`config.mk`:
```
export PLATFORM = sky130hd
export DESIGN_NAME = counter_gen2
export DESIGN_NICKNAME = d
export VERILOG_FILES = /design/src/rtl/counter_gen2.sv
export SDC_FILE = /design/constraint.sdc
export NUM_CORES = 1
export LEC_CHECK = 0
export ABC_AREA = 0
export ABC_CLOCK_PERIOD_IN_PS = 2700
export CAP_MARGIN = 10
export CORE_ASPECT_RATIO = 1.2
export CORE_MARGIN = 4
export CORE_UTILIZATION = 32
export CTS_BUF_LIST = sky130_fd_sc_hd__clkbuf_8 sky130_fd_sc_hd__clkbuf_16
export CTS_CLUSTER_DIAMETER = 120
export DETAILED_ROUTE_END_ITERATION = 8
export PLACE_DENSITY = 0.57
export SETUP_SLACK_MARGIN = 0.2
export SLEW_MARGIN = 5
export SYNTH_ARGS = -nofsm -noshare
export SYNTH_HDL_FRONTEND = slang
export SYNTH_SLANG_ARGS = --single-unit
```
`constraint.sdc`:
```
create_clock -name clk -period 2.7 [get_ports clk]
set_input_delay 0.405 -clock clk [delete_from_list [all_inputs] [get_ports clk]]
set_output_delay 0.405 -clock clk [all_outputs]
set_load 0.02 [all_outputs]
```
`src/rtl/counter_gen2.sv`:
```
// Cascadable up/down/step/modulo counter with parallel load, registered parity
// and a sticky wrap flag. RCO is combinational so stages can be chained through CI.
module counter_gen2 #(
    parameter int          WIDTH = 8,
    parameter int unsigned STEP  = 3
) (
    input  logic             clk,
    input  logic             rst_n,
    input  logic             enb,
    input  logic             ci,
    input  logic [2:0]       modo,
    input  logic [WIDTH-1:0] d,
    input  logic [WIDTH-1:0] limit,
    output logic [WIDTH-1:0] q,
    output logic             rco,
    output logic             paridad,
    output logic             ovf
);

    typedef enum logic [2:0] {
        MODE_UP     = 3'b000,
        MODE_DOWN   = 3'b001,
        MODE_STEP   = 3'b010,
        MODE_LOAD   = 3'b011,
        MODE_UP_LIM = 3'b100,
        MODE_DN_LIM = 3'b101,
        MODE_HOLD   = 3'b110,
        MODE_CLEAR  = 3'b111
    } mode_t;

    localparam logic [WIDTH-1:0] STEP_W = WIDTH'(STEP);

    mode_t            mode;
    logic             effective;
    logic             terminal;
    logic [WIDTH:0]   step_sum;
    logic [WIDTH-1:0] q_next;
    logic             ovf_next;

    assign mode      = mode_t'(modo);
    assign effective = enb & ci;
    // The extra top bit of the sum is the carry out of a step-mode increment.
    assign step_sum  = {1'b0, q} + {1'b0, STEP_W};

    always_comb begin
        terminal = 1'b0;
        case (mode)
            MODE_UP:     terminal = (q == '1);
            MODE_DOWN:   terminal = (q == '0);
            MODE_STEP:   terminal = step_sum[WIDTH];
            MODE_UP_LIM: terminal = (q >= limit);
            MODE_DN_LIM: terminal = (q == '0) || (q > limit);
            default:     terminal = 1'b0;
        endcase
    end

    // Gating with rst_n keeps RCO low while the stage is held in reset.
    assign rco = rst_n & effective & terminal;

    always_comb begin
        q_next = q;
        if (effective) begin
            case (mode)
                MODE_UP:     q_next = q + 1'b1;
                MODE_DOWN:   q_next = q - 1'b1;
                MODE_STEP:   q_next = step_sum[WIDTH-1:0];
                MODE_LOAD:   q_next = d;
                MODE_UP_LIM: q_next = (q < limit) ? q + 1'b1 : '0;
                MODE_DN_LIM: q_next = ((q != '0) && (q <= limit)) ? q - 1'b1 : limit;
                MODE_HOLD:   q_next = q;
                MODE_CLEAR:  q_next = '0;
                default:     q_next = q;
            endcase
        end
    end

    // Load and clear win over a coincident wrap when deciding the sticky flag.
    always_comb begin
        ovf_next = ovf;
        if (effective && (mode == MODE_LOAD || mode == MODE_CLEAR)) begin
            ovf_next = 1'b0;
        end else if (rco) begin
            ovf_next = 1'b1;
        end
    end

    always_ff @(posedge clk or negedge rst_n) begin
        if (!rst_n) begin
            q       <= '0;
            paridad <= 1'b0;
            ovf     <= 1'b0;
        end else begin
            q       <= q_next;
            paridad <= ^q_next;
            ovf     <= ovf_next;
        end
    end

endmodule
```
Word-level counts from Yosys, hierarchy flattened

Index checks and enable logic that the tools add are counted.

Register bits after elaboration: 10
Bits in latches: 0
Memory bits (writable): 0
ROM bits: 0
Input port bits: 23
Output and inout bits: 11
Logic and storage cells: 37
Memories kept: 0

Add/subtract/negate cells: 3
Multipliers: 0
Div/mod/pow operators: 0
$lt $le $gt $ge: 4
Equality and inequality tests: 8
Shift-type cells: 0
Muxes and demuxes: 7
Bitwise gates (word level): 3
Reduce and logical (&&, ||, !) cells: 9

Operators with widths:

| cell                                                | number |
|---|---|
| case mux 8 bit (8 select lines)                     | 1 |
| 2-to-1 mux 8 bit                                    | 3 |
| equality test 3 bit, second input constant          | 4 |
| adder 8 x 2 -> 9 bit, second input constant         | 1 |
| adder 8 x 1 -> 8 bit, second input constant         | 1 |
| equality test 8 bit, second input constant          | 1 |
| greater-or-equal comparator 8 bit                   | 1 |
| greater-than comparator 8 bit                       | 1 |
| <= comparator 8 bit                                 | 1 |
| logical NOT 8 bit                                   | 1 |
| less-than comparator 8 bit                          | 1 |
| nonzero test 8 bit                                  | 1 |
| parity 8 bit                                        | 1 |
| subtractor 8 x 1 -> 8 bit, second input constant    | 1 |
| equality test 3 x 2 -> 1 bit, second input constant | 2 |
| case mux 1 bit (5 select lines)                     | 1 |
| AND 1 bit                                           | 3 |
| equality test 3 x 1 -> 1 bit, second input constant | 1 |
| logical NOT 3 bit                                   | 1 |
| logical AND 1 bit                                   | 2 |
| logical OR 1 bit                                    | 2 |
| 2-to-1 mux 1 bit                                    | 2 |
| nonzero test 2 bit                                  | 1 |

Depth between registers and ports, before layout

Gate-level depths: netlist of run 1.

Depth in word-level cells: 6
Gate-level depth with buffers: 12
Gate-level depth less buffers: 11

Worst setup path after synthesis of run 1

OpenSTA, ideal clock, no wires.

Kind: reg-to-reg
From: register q[0]
To: register paridad
Library setup time: 134 ps
Arrival: 2936 ps
Data required time: 2566 ps
Path slack: -370 ps
Cell stages (with the launch flop): 13
Path buffers: 1
Cells stage by stage: dfrtp_1 buf_2 inv_1 ha_1 or3b_4 nor4b_4 nor2_1 a31o_1 a2111oi_2 a311oi_2 xnor2_2 xnor3_1 xnor3_1

Cells in the longest elaborated chain, start to end: 6

Ends and longest elaborated chain:

| what                                                      | line | text |
|---|---|---|
| start: declaration                                        | 14   | `output logic [WIDTH-1:0] q,` |
| start signal: assignment                                  | 93   | `q <= q_next;` |
| <= comparator 8 bit or nonzero test 8 bit (tied branches) | 69   | `MODE_DN_LIM: q_next = ((q != '0) && (q <= limit)) ? q - 1'b1 : limit;` |
| logical AND 1 bit                                         | 69   |  |
| 2-to-1 mux 8 bit                                          | 69   |  |
| case mux 8 bit (8 select lines) *                         | 63   | `case (mode)` |
| 2-to-1 mux 8 bit *                                        | 62   | `if (effective) begin` |
| named net q_next[7]                                       | 37   | `logic [WIDTH-1:0] q_next;` |
| parity 8 bit *                                            | 94   | `paridad <= ^q_next;` |
| end signal: assignment                                    | 94   |  |
| end: declaration                                          | 16   | `output logic paridad,` |

Mark *: on every way through the listed nets, which the timed path passes. The rest lies on a longest branch.
A chain may end at the register's enable or synchronous reset.

Worst setup path after layout of run 1

From: register q[1]
To: register paridad

Same word-level chain as after synthesis.

==> results of run 1 <==
-- cell usage after synthesis, drive strengths merged, types with 2 or more instances --
cell type | count | area share
or2 | 2 | 0.0075
dfrtp | 10 | 0.15
nand2b | 4 | 0.015
xor2 | 6 | 0.031
ha | 10 | 0.075
nor2 | 21 | 0.047
nand3 | 6 | 0.018
o221ai | 5 | 0.026
a311oi | 4 | 0.032
a22o | 3 | 0.016
nand4 | 4 | 0.015
and3b | 2 | 0.010
buf | 6 | 0.017
inv | 11 | 0.025
o22ai | 4 | 0.015
o21ai | 10 | 0.030
and2 | 6 | 0.022
nand2 | 24 | 0.054
nor4 | 2 | 0.0075
xnor2 | 9 | 0.052
a21o | 3 | 0.013
a221oi | 3 | 0.016
nor2b | 2 | 0.0075
and3 | 2 | 0.0075
o21a | 2 | 0.0090
a31oi | 2 | 0.0075
a211oi | 5 | 0.022
clkbuf | 7 | 0.016
a21oi | 25 | 0.075
xnor3 | 2 | 0.027
nor3 | 7 | 0.024
a2111oi | 2 | 0.014
-- cell type report --
type,instances,area share
clock buffer,3,0.0130
tap,60,0.0237
inverter,11,0.0138
timing repair buffer,132,0.350
sequential,10,0.0797
clock inverter,1,0.00118
multi-input combinational,193,0.518
-- worst reg2reg max path: stages (launching register included) --
cell      delay [ns]
dfrtp_2         0.41
inv_2           0.09
ha_4            0.14
or3b_4          0.41
nor4b_4         0.33
buf_4           0.18
buf_6           0.10
o31ai_2         0.06
buf_4           0.16
o221ai_2        0.17
a21oi_2         0.07
a311oi_2        0.28
xnor3_1         0.41
xnor3_1         0.19
-- flip-flops by register name, summed over array words and instances, names as in the netlist --
| name | flops |
|---|---|
| q | 8 |
| ovf | 1 |
| paridad | 1 |
-- power by group through the flow --
| stage | logic, mW | registers [mW] | clock network, mW |
|---|---|---|---|
| 3_3_place_gp | 1.36 | 0.248 | 0 |
| 6_report | 1.69 | 0.260 | 0.155 |
| 2_1_floorplan | 0.734 | 0.333 | 0 |
| 4_1_cts | 1.54 | 0.254 | 0.160 |
| 3_5_place_dp | 1.37 | 0.247 | 0 |
| 5_1_grt | 1.83 | 0.264 | 0.170 |
-- routing by layer --
metal  up-vias  GRT usage  share of wire
met2       108      0.356           0.49
met4         0      0.102          0.044
met3        30     0.0300          0.057
met5         -          0              0
li1       1100          -              -
met1      1071      0.285           0.41
-- cells by family after synthesis --
| family | share of synthesized area |
|---|---|
| AOI/OAI and AO/OA | 0.334 |
| xor gates and xnor gates | 0.110 |
| adders and majority gates | 0.0748 |
| buffers and inverters | 0.0576 |
| DFF | 0.150 |
| muxes | 0.0127 |
| and+or+nand+nor | 0.262 |
-- stage by stage --
step,instance area [um2],std cells,worst slack [ns],TNS (ns)
global placement,2640,385,-0.808,-3.33
floorplan,1700,227,-0.278,-0.278
global route,3170,410,-0.489,-0.945
detailed placement,2640,385,-0.853,-3.72
CTS,2950,402,-0.513,-0.789
finish,3170,410,-0.405,-0.760
-- worst paths after layout --
kind | from | endpoint | slack [ns]
setup / recovery | q[1] | paridad | -0.41
hold / removal | ovf | ovf | 0.54
setup reg to reg | q[1] | paridad | -0.41
hold reg to reg | ovf | ovf | 0.54
max in group asynchronous | rst_n | q[1] | 1.98
min in group asynchronous | rst_n | q[7] | 0.56
-- timing repair --
action	4_1_cts	5_1_grt
resized for setup	47	34
hold endpoints to repair	0	0
pin swaps	21	12
setup buffers	13	8
setup endpoints to repair	11	11
==> metrics.md, run 1 <==
| Metric | Value |
|---|---|
| Critical path cell sequence | inv_2 > ha_4 > or3b_4 > nor4b_4 > buf_4 > buf_6 > o31ai_2 > buf_4 > o221ai_2 > a21oi_2 > a311oi_2 > xnor3_1 > xnor3_1 |
| Core ar. | 5010 um2 |
| Layout area overhead | 89.5% |
| P_int | 1.18 mW |
| Gr usage total | 0.220 |
| First-pass GRT wire length | 10900 um |
| Worst Max-Slew Pin Slew | 0.476 ns |
| Power, Total | 2.11 mW |
| Switching pwr | 927 uW |
| CP required | 2.81 ns |
| CTS tree | yes |
| Drt wl/cell | 17.6 um |
| Die area | 6450 um2 |
| Post-Route WL | 7200 um |
| Asr flop ratio synth | 1.00 |
| Period minus WS final | 3.11 ns |
| Drt via density | 5.63 |
| Slew Viols, Final | 0 |
| Routability cong. | 0.908 |
| # rows | 28 |
| Register area | 253 um2 |
| Detailed Place HPWL | 5230 um |
| Max-cap viol count | 0 |
| Syn_nets | 260 |
| Starting DRT DRC Count | 216 |
| Fill count | 411 |
| Violations in the final reports | negative setup slack |
| Startpoint Class | flop |
| #FFs+latches synth | 10 |
| Clock Power Share | 0.073 |
| Syn Std Cell Area | 1670 um2 |
| Tcrit/Tclk final | 1.15 |
| Hold_buf cts | 0 |
| Crit path kind | reg2reg |
| Worst Skew | 0.000509 ns |
| Initial antenna violation count | 0 |
| Max Fanout on Critical Path | 3 |
| Most frequent cells in the layout | buf_4, clkdlybuf4s50_1, nand2_1 |
| Leakage | 1.35 nW |
| Switching fraction of total power | 0.439 |
| Root buffer cell | clkbuf_8 |
| RSZ-0062 raised after global routing | yes |
| Vias in the first global route | 2162 |
| Hold Path Stages | 1 |
| Crit path DAT | 3.21 ns |
| CP endpoint kind | flop |
| Total congestion overflow | 0 |
| Sink Count | 10 |
| Hold Path Class | reg2reg |
| TritonRoute pass-1 iters | 4 |
| Total clock buffers created by CTS | 3 |
| Pwr/cell area | 665 nW/um2 |
| Clk_lat worst skew | 0.23 ns |
| Chip Width | 74 um |
| Post-synth EDFFs | 0 |
| CTS Buffer Depth | 2 |
| Crit-path max cell delay | 0.41 ns |
| CP max-delay cell | dfrtp_2 |
| Worst-path clk slew | 0.05 ns |
| Final hold vios | 0 |
| Die Span Y | 87.2 um |
| Nets | 384 |
| Sequential share of power | 0.123 |
| Crit path depth | 13 |
| Ant diodes | 0 |
| Fin worst setup slack | -0.405 ns |
| Finished Core Util | 0.633 |
| Cell count after synthesis | 227 |
| Most common cell after layout, fill and taps aside | buf_4 |
| Outcome | complete, but fails checks |
| Avg Cell Area, Syn | 7.37 um2 |
| CP Buf/Inv Count | 4 |
| Reg2Reg Depth | 13 |
| Sequential fraction of the synthesis area | 0.150 |
| Pin count of the biggest net entering global routing | 17 |
| Initial core utilization | 0.334 |
| Setup violators final | 2 |
| Share of layout cells above drive strength 1 | 0.463 |
| Area of the multi-input gates | 1640 um2 |
| Max-Slew Margin vs Limit | 0.680 |
| DR vias | 2309 |
| Synth Flop Type | dfrtp_1 |
| Peak Freq | 322 MHz |
| Synth warnings | 0 |
| Delay-heaviest family, CP | simple AND/OR/NAND/NOR gates |
| Synth unique cells | 55 |
| DRC | 0 |
| Max VDD drop | 0.381 mV |
| Hold slack | 0.540 ns |
| Top-level I/O count | 34 |
| H-Tree Depth | 1 |
| IO Port Bufs | 33 |
| Detail Route Antenna Nets | 0 |
| Comb pwr share | 0.803 |
(Power assumes the default switching activity.)
==> run 2: changes to the inputs <==
--- a/config.mk
+++ b/config.mk
@@ -10,11 +10,12 @@
 export CAP_MARGIN = 10
 export CORE_ASPECT_RATIO = 1.2
 export CORE_MARGIN = 4
-export CORE_UTILIZATION = 32
+export CORE_UTILIZATION = 30
 export CTS_BUF_LIST = sky130_fd_sc_hd__clkbuf_8 sky130_fd_sc_hd__clkbuf_16
 export CTS_CLUSTER_DIAMETER = 120
 export DETAILED_ROUTE_END_ITERATION = 8
-export PLACE_DENSITY = 0.57
+export PLACE_DENSITY = 0.54
+export REMOVE_ABC_BUFFERS = 1
 export SETUP_SLACK_MARGIN = 0.2
 export SLEW_MARGIN = 5
 export SYNTH_ARGS = -nofsm -noshare
==> metrics.md, run 2 (synthesis results as in run 1) <==
| Metric | Value |
|---|---|
| Outcome | complete, but fails checks |
| Violations in the final reports | negative setup slack |
| Layout area overhead | 85.4% |
| Power, Total | 2.03 mW (-3.5%) |
| Drt wl/cell | 17.9 um (+2.1%) |
| Worst Skew | 0.000773 ns (+0.000264 ns) |
| Largest register FFs | 8 (unchanged) |
| Chip Width | 76.2 um (+2.9%) |
| CTS tree | yes |
| Die area | 6840 um2 (+6.0%) |
| Share of layout cells above drive strength 1 | 0.435 (-0.0281) |
| Routability cong. | 0.879 (-3.3%) |
| Vias in the first global route | 2271 (+5.0%) |
| Reg2Reg Depth | 13 (unchanged) |
| Drt via density | 5.53 (-1.9%) |
| Max-Slew Margin vs Limit | 0.727 (+0.0478) |
| Worst Max-Slew Pin Slew | 0.405 ns (-0.0711 ns) |
| Pwr/cell area | 656 nW/um2 (-1.4%) |
| Initial core utilization | 0.314 (-0.0203) |
| H-Tree Depth | 1 (unchanged) |
| Peak Freq | 321 MHz (-0.28%) |
| Hold_buf cts | 0 (unchanged) |
| Gr usage total | 0.204 (-0.0162) |
| Nets | 380 (-1.0%) |
| Post-DP Area | 2580 um2 (-2.3%) |
| Tcrit/Tclk final | 1.15 (+0.00321) |
| Max-cap viol count | 0 (unchanged) |
| Top-level I/O count | 34 (unchanged) |
| Final Cell Area | 3100 um2 (-2.2%) |
| Most common cell after layout, fill and taps aside | buf_4 |
| CP required | 2.80 ns (about the same) |
| Clk_lat worst skew | 0.23 ns (about the same) |
| P_int | 1.12 mW (-5.1%) |
| Hold slack | 0.541 ns (+0.00114 ns) |
| Total congestion overflow | 0 (unchanged) |
| Reg-to-reg slack, setup | -0.41 ns (about the same) |
| Starting DRT DRC Count | 122 (-44%) |
| CP max-delay cell | dfrtp_1 |
| Root buffer cell | clkbuf_8 |
| Sink Count | 10 (unchanged) |
| Total clock buffers created by CTS | 3 (unchanged) |
| Die Span Y | 89.8 um (+3.0%) |
| Hold Path Class | in2async |
| Worst-path clk slew | 0.04 ns (about the same) |
| Non-filler cells, final | 407 (-0.73%) |
| IO Port Bufs | 33 (unchanged) |
| Sequential share of power | 0.131 (+0.008) |
| Max VDD drop | 0.529 mV (+39%) |
| Slew Viols, Final | 0 (unchanged) |
| Area of the multi-input gates | 1620 um2 (-1.5%) |
| Max Fanout on Critical Path | 3 (unchanged) |
| Comb pwr share | 0.797 (-0.006) |
| Crit path kind | reg2reg |
| Most common cell on crit path | buf_4 |
| Leakage | 1.31 nW (-2.9%) |
| Setup violators final | 2 (unchanged) |
| Most frequent cells in the layout | buf_4, clkdlybuf4s50_1, nand2_1 |
| Critical path cell sequence | buf_6 > ha_4 > nor2b_4 > o211ai_1 > buf_4 > a211oi_2 > nor3_2 > buf_4 > mux2i_1 > a21oi_1 > a311oi_2 > xor2_1 > xnor3_1 |
| Crit path DAT | 3.22 ns (about the same) |
| First-pass GRT wire length | 11400 um (+4.9%) |
| Initial antenna violation count | 0 (unchanged) |
| RSZ-0062 raised after global routing | yes |
| Period minus WS final | 3.11 ns (+0.00866 ns) |
| Finished Core Util | 0.582 (-0.0514) |
| TritonRoute pass-1 iters | 4 (unchanged) |
| Detail Route Antenna Nets | 0 (unchanged) |
| Ant diodes | 0 (unchanged) |
| Placed cell count | 381 (-1.0%) |
| Startpoint Class | flop |
| Most flop-heavy register | q |
| Core ar. | 5330 um2 (+6.5%) |
| # rows | 29 (+3.6%) |
| Switching fraction of total power | 0.449 (+0.00912) |
| CTS Buffer Depth | 2 (unchanged) |
| Pin count of the biggest net entering global routing | 17 (unchanged) |
| Final hold vios | 0 (unchanged) |
| FF-to-FF Start | q[1] |
| DR vias | 2249 (-2.6%) |
| Fill count | 483 (+18%) |
| Crit-path max cell delay | 0.39 ns (-0.02 ns) |
| CP endpoint kind | flop |
| DRC | 0 (unchanged) |
| Register area | 250 um2 (-0.99%) |
| Detailed Place HPWL | 5320 um (+1.7%) |
| Reg2reg end | paridad |
| Clock Power Share | 0.072 (about the same) |
| Switching pwr | 913 uW (-1.5%) |
| Post-Route WL | 7300 um (+1.4%) |
| Fin worst setup slack | -0.414 ns (-0.00866 ns) |
| Largest registers | q x8, ovf x1, paridad x1 |
[run 2: cell types whose count changed in the layout (fill, tap and decap cells not counted), moves of 2 or more]
cell      delta
buf_4        -4
dfrtp_2      -2
a211oi_2     +3
a211oi_4     -3
dfrtp_1      +2
a21oi_2      -4
a21oi_1      +3
[run 2: through the flow]
stage / setup slack, ns / setup TNS [ns]
4_1_cts: -0.399 / -0.643
6_report: -0.414 / -0.649
5_1_grt: -0.598 / -1.04
3_5_place_dp: -0.844 / -2.98
2_1_floorplan: -0.322 / -0.322
3_3_place_gp: -0.869 / -3.04
[run 2: worst max path at each step]
stage / startpoint / endpoint / slack [ns]
final: q[1] / paridad / -0.41
after global routing: q[1] / paridad / -0.60
after CTS: q[1] / paridad / -0.40
after detailed placement: limit[7] / paridad / -0.84
after global placement: limit[7] / paridad / -0.87
after floorplan: q[4] / paridad / -0.32
[run 2: worst max-delay path, delay by kind of cell (launching register included)]
| kind | cells | cell delay [ns] |
|---|---|---|
| XOR/XNOR | 2 | 0.57 |
| buffers and inverters | 3 | 0.48 |
| AO/OA/AOI/OAI | 4 | 0.74 |
| adder cells (fa/ha/maj) | 1 | 0.23 |
| flip-flops | 1 | 0.39 |
| multiplexers | 1 | 0.22 |
| AND/OR/NAND/NOR | 2 | 0.34 |
[run 2: power groups by stage]
stage / clock network, mW / logic (mW) / registers, mW
final: 0.147 / 1.62 / 0.267
after global routing: 0.165 / 1.75 / 0.273
after CTS: 0.152 / 1.47 / 0.264
after detailed placement: 0 / 1.33 / 0.253
after global placement: 0 / 1.33 / 0.255
after floorplan: 0 / 0.614 / 0.395
[run 2: timing repair]
action,in CTS,in global routing
resized for setup,44,33
pin swaps,21,8
buffers inserted,18,5
setup endpoints to repair,10,11
hold endpoints to repair,0,0
[run 2: per-layer routing]
layer | part of all wire | track usage | vias up
met5 | 0 | 0 | -
met4 | 0.032 | 0.0802 | 0
met3 | 0.047 | 0.0220 | 22
met2 | 0.50 | 0.349 | 71
met1 | 0.42 | 0.258 | 1065
li1 | - | - | 1091
[run 2: final cells by class]
type / count / area share
inverters: 11 / 0.0133
multi-input cells: 193 / 0.522
clock buffers: 3 / 0.0133
repair buffers: 128 / 0.346
well taps: 62 / 0.0250
flip-flops and latches: 10 / 0.0807
==> patch (flow settings as in run 2) <==
`WIDTH`: 8 -> 12.
--- a/src/rtl/counter_gen2.sv
+++ b/src/rtl/counter_gen2.sv
@@ -1,7 +1,7 @@
 // Cascadable up/down/step/modulo counter with parallel load, registered parity
 // and a sticky wrap flag. RCO is combinational so stages can be chained through CI.
 module counter_gen2 #(
-    parameter int          WIDTH = 8,
+    parameter int          WIDTH = 12,
     parameter int unsigned STEP  = 3
 ) (
     input  logic             clk,
Interface: changed (resized d, limit and q); port bits go from 34 to 46. No check against the original RTL was run, so the function may have changed too.
==> patch against run 2 <==
  * The run still ends with setup timing left
  * Synthesized area rose by 40%
  * Clock power rose by 54%
  * Critical path type unchanged
  * Non-clock buffer count rose by 59
  * Sequential power rose by 40%
  * Routed wire length rose by 57%
  * Hold slack got worse by 0.033 ns
  * Count of clock-buffer cells in the layout rose by 1
  * Setup slack got worse by 0.27 ns
  * Cell area rose by 40%
  * Combinational power rose by 78%
  * Via count rose by 51%
  * Largest power group unchanged
  * Power rose by 72%
  * Sequential cell count rose by 4
==> patch: results (changes against run 2) <==
stage;metric;value;unit;change
critical_path;rr_startpoint;q[0];;was q[1]
grt;grt_use_total;24.7;%;was 20.4%
routing;dr.pass1.iters;5;;was 4
power_and_ir_drop;vdd_ir_drop_max;0.361;mV;was 0.529 mV
critical_path;rr_worst_depth;16;;was 13
power_and_ir_drop;power.leakage;1.91;nW;was 1.31 nW
synth;synth-compound-area-share;35.8;%;was 33.4%
grt;use_met1;32.0;%;was 25.8%
clock_network;path_clk_slew;0.07;ns;was 0.04 ns
place;placed_area;3750;um^2;was 2580 um^2
final_layout;reg.largest.list;q (12), ovf (1), paridad (1);;was q (8), ovf (1), paridad (1)
synth;synthTopCellsByArea;dfrtp_1, ha_1, nand2_1, o21ai_0, a21oi_1;;was dfrtp_1, a21oi_1, ha_1, nand2_1, nor2_1
routing;wl_met1;4.55;mm;was 3.06 mm
hold_path;hold_path_class;reg -> reg;;was in -> async
synth;synth_xor_area_share;8.47;%;was 11.0%
routing;dr_wl_met2;5.62;mm;was 3.66 mm
synth;synth_mux_area_share;0.852;%;was 1.27%
grt;grtUsageMet3;2.76;%;was 2.20%
routing;routedWlPerCell;19.3;um;was 17.9 um
final_layout;final.fill_count;708;;was 483
synth;syn-instance-count;333;;was 227
place;dp_hpwl;8.91;mm;was 5.32 mm
grt;grt_max_degree;16;;was 17
run_status;outcome;finished, violations left;;unchanged
final_layout;drive_gt1_share;41.4;%;was 43.5%
hold_path;holdPathStages;1;;
synth;ys_ff_latch;14;;was 10
routing;route.vias.total;3385;;was 2,249
grt;grt_pass1_vias;3304;;was 2,271
timing;layout_setup_ws;-0.688;ns;was -0.414 ns
power_and_ir_drop;p_clk;0.227;mW;was 0.147 mW
clock_network;clk_latency;0.26;ns;was 0.23 ns
timing;finalSetupTns;-1.28;ns;was -0.649 ns
critical_path;cp_max_fo;5;;was 3
power_and_ir_drop;power_switching;1.58;mW;was 0.913 mW
synth;synth_fa_ha_area_share;7.45;%;was 7.48%
power_and_ir_drop;switching_share;45.1;%;was 44.9%
timing;worst_slew_pin_slew;0.590;ns;was 0.405 ns
synth;yosysUniqueCellTypes;62;;was 55
place;gp_congestion;1.01;;was 0.879
routing;drt_iter0_drc;308;;was 122
power_and_ir_drop;pwr-share-comb;82.8;%;was 79.7%
timing;fin_skew;0.00217;ns;was 0.000773 ns
timing;setup_viol;5;;was 2
grt;grtUsageMet2;40.2;%;was 34.9%
routing;met3_length;700;um;was 346 um
place;dp_cells;569;;was 381
run_status;violations;setup timing;;unchanged
timing;hold_slack;0.508;ns;was 0.541 ns
routing;vias_per_cell;5.72;;was 5.53
place;post-place-ws;-1.26;ns;was -0.844 ns
critical_path;cp.arrival;3.52;ns;was 3.22 ns
synth;synth_commonest_cells;nand2_1, nor2_1, o21ai_0;;was a21oi_1, nand2_1, nor2_1
final_layout;nNetsFinal;546;;was 380
grt;grt_pass1_wl;17.6;mm;was 11.4 mm
-- patch: changes by cell type after synthesis, sizes merged, moves of 5 or more --
cell	before	now
inv	11	19
or4	0	5
nand2	24	38
o21ai	10	25
nor3	7	13
o31ai	1	8
clkbuf	7	20
nand3	6	17
nor2	21	26
-- patch: worst max-delay path: stages, from the launching register on --
cell,delay (ns)
dfrtp_1,0.36
inv_2,0.05
buf_6,0.11
ha_4,0.24
nand4_1,0.14
or3_4,0.45
buf_6,0.14
o31ai_4,0.24
buf_4,0.16
a21oi_4,0.04
buf_12,0.14
o21ai_2,0.13
o21ai_2,0.07
a32oi_2,0.27
xnor2_2,0.12
xnor2_2,0.24
xnor3_1,0.35
-- patch: cell type report --
cell class,count,area share (%)
Tap cell,92,2.64
Sequential cell,14,8.07
Timing Repair Buffer,187,36.5
Clock buffer,4,1.26
Multi-Input combinational cell,275,49.8
Inverter,20,1.72
